### config.mk
export PLATFORM = sky130hd
export DESIGN_NAME = fp_sum_collector
export DESIGN_NICKNAME = d
export VERILOG_FILES = /design/src/rtl/fp_sum_collector.sv
export SDC_FILE = /design/constraint.sdc
export NUM_CORES = 1
export LEC_CHECK = 0
export ABC_AREA = 0
export ABC_CLOCK_PERIOD_IN_PS = 18050
export CAP_MARGIN = 20
export CORE_MARGIN = 4
export CORE_UTILIZATION = 31
export DETAILED_ROUTE_END_ITERATION = 10
export GPL_ROUTABILITY_DRIVEN = 0
export GPL_TIMING_DRIVEN = 1
export PLACE_DENSITY_LB_ADDON = 0.08
export SLEW_MARGIN = 20
export SYNTH_ARGS = -nofsm -noshare
export SYNTH_HDL_FRONTEND = slang
export SYNTH_SLANG_ARGS = --single-unit
### constraint.sdc
create_clock -name clk_i -period 18.05 [get_ports clk_i]
set_input_delay 4.5125 -clock clk_i [delete_from_list [all_inputs] [get_ports clk_i]]
set_output_delay 4.5125 -clock clk_i [all_outputs]
set_load 0.1 [all_outputs]
### src/rtl/fp_sum_collector.sv
// Result collector for the pipelined FP summator: tracks issued operand pairs,
// captures results at a fixed latency and buffers them behind ready/valid.
module fp_sum_collector #(
    parameter int LATENCY = 4,
    parameter int DEPTH   = 8
) (
    input  logic                       clk_i,
    input  logic                       rst_i,
    input  logic                       issue_vld_i,
    output logic                       issue_rdy_o,
    input  logic [31:0]                sum_i,
    input  logic [1:0]                 sum_status_i,
    output logic                       res_vld_o,
    input  logic                       res_rdy_i,
    output logic [31:0]                res_data_o,
    output logic [1:0]                 res_status_o,
    output logic [$clog2(DEPTH+1)-1:0] count_o,
    output logic                       err_o
);
    localparam int AW = $clog2(DEPTH);
    localparam int CW = $clog2(DEPTH + 1);
    localparam int IW = $clog2(LATENCY + 1);
    localparam int OW = ((CW > IW) ? CW : IW) + 1;

    logic [LATENCY-1:0] tokens;
    logic [IW-1:0]      inflight;
    logic [AW-1:0]      wr_ptr;
    logic [AW-1:0]      rd_ptr;
    logic [CW-1:0]      count;
    logic               err;
    logic [33:0]        mem [DEPTH];

    logic          cap;
    logic          accept;
    logic          pop;
    logic          full;
    logic          push;
    logic          viol;
    logic [OW-1:0] occ;

    assign cap    = tokens[LATENCY-1];
    assign occ    = OW'(inflight) + OW'(count);
    assign issue_rdy_o = occ < OW'(DEPTH);
    assign accept = issue_vld_i & issue_rdy_o;
    assign full   = count == CW'(DEPTH);
    assign pop    = res_vld_o & res_rdy_i;
    // A pop in the same cycle frees the slot, so a capture at full is legal then.
    assign push   = cap & (~full | pop);
    assign viol   = (issue_vld_i & ~issue_rdy_o) | (cap & full & ~pop);

    assign res_vld_o    = count != '0;
    assign res_data_o   = mem[rd_ptr][31:0];
    assign res_status_o = mem[rd_ptr][33:32];
    assign count_o      = count;
    assign err_o        = err;

    always_ff @(posedge clk_i or posedge rst_i) begin
        if (rst_i) begin
            tokens   <= '0;
            inflight <= '0;
            wr_ptr   <= '0;
            rd_ptr   <= '0;
            count    <= '0;
            err      <= 1'b0;
            for (int i = 0; i < DEPTH; i++) mem[i] <= '0;
        end else begin
            tokens[0] <= accept;
            for (int i = 1; i < LATENCY; i++) tokens[i] <= tokens[i-1];
            inflight <= inflight + IW'(accept) - IW'(cap);
            if (push) begin
                mem[wr_ptr] <= {sum_status_i, sum_i};
                wr_ptr      <= wr_ptr + AW'(1);
            end
            if (pop) rd_ptr <= rd_ptr + AW'(1);
            count <= count + CW'(push) - CW'(pop);
            if (viol) err <= 1'b1;
        end
    end
endmodule

### Word level (Yosys, flattened, before mapping)

Index checks and enable logic that the tools add are counted.

* word-level logic and storage cells: 47
* latch bits: 0
* output and inout bits: 41
* memories kept: 0
* register bits: 290
* bits in read-only memories: 0
* input port bits: 38
* memory bits (writable): 0

* shifts and indexed selects: 0
* reduce and logical (&&, ||, !) cells: 2
* multipliers: 0
* divide/modulo/power cells: 0
* eq/ne operators: 1
* add/subtract/negate cells: 7
* multiplexer cells: 6
* bitwise gates (word level): 13
* $lt $le $gt $ge: 4

Operator list (count)
* bitwise mux 272 bit: 1
* binary-select mux 34 bit (select 3 bit): 1
* demux 34 bit (select 3 bit): 1
* 2-to-1 mux 34 bit: 3
* >= comparator 4 bit (second input constant): 2
* inverter 3 -> 4 bit: 2
* adder 3 x 1 -> 3 bit (second input constant): 2
* AND 1 bit: 6
* adder 3 x 4 -> 5 bit: 1
* less-than comparator 5 x 4 -> 1 bit (second input constant): 1
* adder 4 x 1 -> 4 bit: 1
* == test 4 bit (second input constant): 1
* less-than comparator 4 x 1 -> 1 bit (second input constant): 1
* nonzero test 4 bit: 1
* subtractor 4 x 1 -> 4 bit: 1
* adder 3 x 1 -> 3 bit: 1
* inverter 1 bit: 3
* subtractor 3 x 1 -> 3 bit: 1
* bitwise OR 1 bit: 2
* logical AND 1 bit: 1

### Logic depth before layout (Yosys ltp)

* depth in word-level cells: 6
* depth in mapped cells: 12
* gate-level depth less buffers: 11

### Least setup slack after synthesis

No wires, ideal clock.

* kind: register -> output
* start: register count[2], in the netlist count_o[2]
* end: output port issue_rdy_o
* required time: 13537 ps
* path slack: 10338 ps
* data arrival time: 3199 ps
* path buffers: 0
* stages on the path, launching flop included: 4
* cells stage by stage: dfrtp_1 -> ha_1 -> a211o_1 -> a41oi_1

* word-level cells in the longest chain between the ends: 2

Ends and longest elaborated chain
* start: declaration: RTL line 29 `logic [CW-1:0] count;`
* start signal: assignment: RTL line 75 `count <= count + CW'(push) - CW'(pop);`
* adder 3 x 4 -> 5 bit: RTL line 42 `assign occ = OW'(inflight) + OW'(count);`
* less-than comparator 5 x 4 -> 1 bit: RTL line 43 `assign issue_rdy_o = occ < OW'(DEPTH);`
* end: declaration: RTL line 10 `output logic issue_rdy_o,`

No other way between the ends.

### Worst setup path in the final report

* start: register rd_ptr[0]
* end: output port res_data_o[22]

* word-level cells in the longest chain between the ends: 4

Ends and longest elaborated chain
* start: declaration: RTL line 28 `logic [AW-1:0] rd_ptr;`
* start signal: assignment: RTL line 74 `if (pop) rd_ptr <= rd_ptr + AW'(1);`
* inverter 3 -> 4 bit (implied by the code): RTL line 52 `assign res_data_o = mem[rd_ptr][31:0];`
* binary-select mux 34 bit (select 3 bit): RTL line 52
* 2-to-1 mux 34 bit (2 in series)
* end: declaration: RTL line 15 `output logic [31:0] res_data_o,`

No other way between the ends. The select of a mux whose other input is x is not followed.

==> summary.txt <==
Hold Crit Class: register to register
Crit. End Element: output pin
TritonCTS clock tree: done
Clock slew at reported path FFs: 60 ps
FF+latch count, synth: 290
Setup_tns: 0 ps
Antenna Violating Nets Remaining: 0
GRT overflow: 0
Post-synth cell types: 33
Synth Area per Inst: 16.9 um^2
Worst hold start: tokens[0]$_DFF_PP0_
Die height: 214 um
CTS Hold Bufs: 0
Reg2reg start: count_o[2]$_DFF_PP0_
Max-slew headroom: 29.5%
Area of the multi-input gates: 5600 um^2
Initial antenna violation count: 1
CTS sink cnt: 290
Critical path class: register to output pin
RSZ-0062 raised after global routing: false
DR pass1 iterations: 4
Final setup fails: 0
Post-route DRC violation count: 0
Type of origin of the critical path: register
Fmax: 116 MHz
Ys Warns: 0
Syn_nets: 832
Final design utilization: 37.7%
Via count: 7138
Inserted Diodes: 0
Commonest non-fill, non-tap cell in the layout: mux2_2
Total CTS buffers: 36
Arrival time at the worst endpoint: 4090 ps
Slew @ Worst Pin: 1050 ps
Share of the synthesized area in the top cell type: 55.0%
Detailed-placement wirelength estimate: 18.8 mm
Setup crit start: rd_ptr[0]$_DFFE_PP0P_
Die ar.: 45900 um^2
Post_cts resized: 0
Tot GR Track Use: 14.2%
NumNets Final: 918
Vias per cell: 4.98
Crit Path Max Fanout: 38
Top Ports: 79
Post-synth top area cell: dfrtp_1
First-pass GRT wire length: 50.5 mm
CTS root buffer: clkbuf_16
Commonest non-fill, non-tap cells in the layout: mux2_2, dfrtp_1, clkdlybuf4s50_1
H-tree levels: 2
Largest net degree at the start of global routing: 172
Post-CTS setup repair buffer count: 0
Die width: 214 um
Top post-synthesis cells by area: dfrtp_1, mux2_2, mux4_2, ha_1, mux2_1
Core area: 42000 um^2
Worst-Skew Late Latency: 540 ps
Sequential fraction of the synthesis area: 55.0%
Cells after Synth: 780
Number of port buffers: 78
Hold WS: 349 ps
Final-report max-slew violation count: 0
Hold Fails Final Rpt: 0
Clock skew: 16.0 ps
Final period util: 47.6%
Row count: 75
CTS max path bufs: 3
Syn-to-layout area delta: 20.1%
Post-synthesis instance area: 13200 um^2
Status: finished, final reports clean
Filler instances: 3894
Initial Util: 31.4%
Layout cells sized above 1: 50.9%
CP required: 13540 ps
Maxcap violations: 0
Wirelength, routed: 32.0 mm
Wire per inst: 22.3 um
Final min period: 8600 ps
Register cell area after layout: 7270 um^2
Vias in the first global route: 8178
Initial DRC Count: 268
-- sequential cells by signal, indices dropped and copies added, names as in the netlist --
signal    flops
err_o         1
wr_ptr        3
tokens        4
inflight      3
count_o       4
rd_ptr        3
mem         272
-- through the flow --
step           instance area (um^2)  cells  setup WS [ps]
3_5_place_dp                  14500   1366           9900
2_1_floorplan                 13200    780           5530
3_3_place_gp                  14500   1366           9880
4_1_cts                       15800   1432           9290
6_report                      15800   1433           9450
5_1_grt                       15800   1433           9170
-- per-layer routing --
metal  vias up  track usage [%]  wire length [um]
met5         -                0                13
met4         2             4.54               696
met3        49             3.10              1260
met2       106             23.7             15700
met1      3869             18.6             14400
li1       3112                -                 -
-- layout make-up --
cell class / instances / share of cell area (%)
repair buffers: 96 / 5.88
multi-input cells: 427 / 35.4
clock buffers: 53 / 6.79
clock inverters: 13 / 1.43
flip-flops and latches: 290 / 45.9
well taps: 539 / 4.26
inverters: 15 / 0.403
-- worst max-delay path, stage by stage, from the launching register on --
cell and delay, ps:
dfrtp_4 880, buf_4 760, mux4_2 580, mux2_2 280, clkdlybuf4s50_1 1000
-- synth_stat cells --
master / count
xor2_1: 4
buf_2: 19
mux2_2: 295
clkbuf_1: 6
and2_1: 1
o221ai_1: 1
inv_1: 15
xnor2_1: 4
nand4bb_1: 1
buf_4: 19
a21oi_1: 1
nand2b_1: 1
or3b_2: 1
nand3_1: 3
nand2_1: 3
a211o_1: 1
mux4_2: 68
a31oi_4: 1
a31oi_2: 1
mux2_1: 13
buf_1: 1
a311oi_2: 1
dfrtp_1: 290
or4b_4: 1
nor2_1: 1
a311oi_4: 5
a31oi_1: 2
ha_1: 12
a41oi_1: 1
buf_6: 3
a21o_1: 1
nand3b_1: 2
fa_1: 2
-- final timing paths --
check	endpoint	slack, ps	depth (start not counted)
max	res_data_o[22]	9450	4
max in group asynchronous	mem[219]$_DFFE_PP0P_	11960	3
min in group asynchronous	mem[105]$_DFFE_PP0P_	4490	2
min reg2reg	tokens[1]$_DFF_PP0_	350	0
min	tokens[1]$_DFF_PP0_	350	0
max reg2reg	mem[86]$_DFFE_PP0P_	14580	6
-- logic make-up after synthesis --
group | after synthesis | synth area share (%)
flip-flops | 290 | 55.0
adder cells (fa/ha/maj) | 14 | 1.44
multiplexers | 376 | 37.9
XOR/XNOR | 8 | 0.531
AO/OA/AOI/OAI | 15 | 1.75
AND/OR/NAND/NOR | 14 | 0.692
buffers and inverters | 63 | 2.68
Power is left out: the tool's default activity adds up to more than one toggle a clock period on the data nets, which glitch-free logic cannot reach.
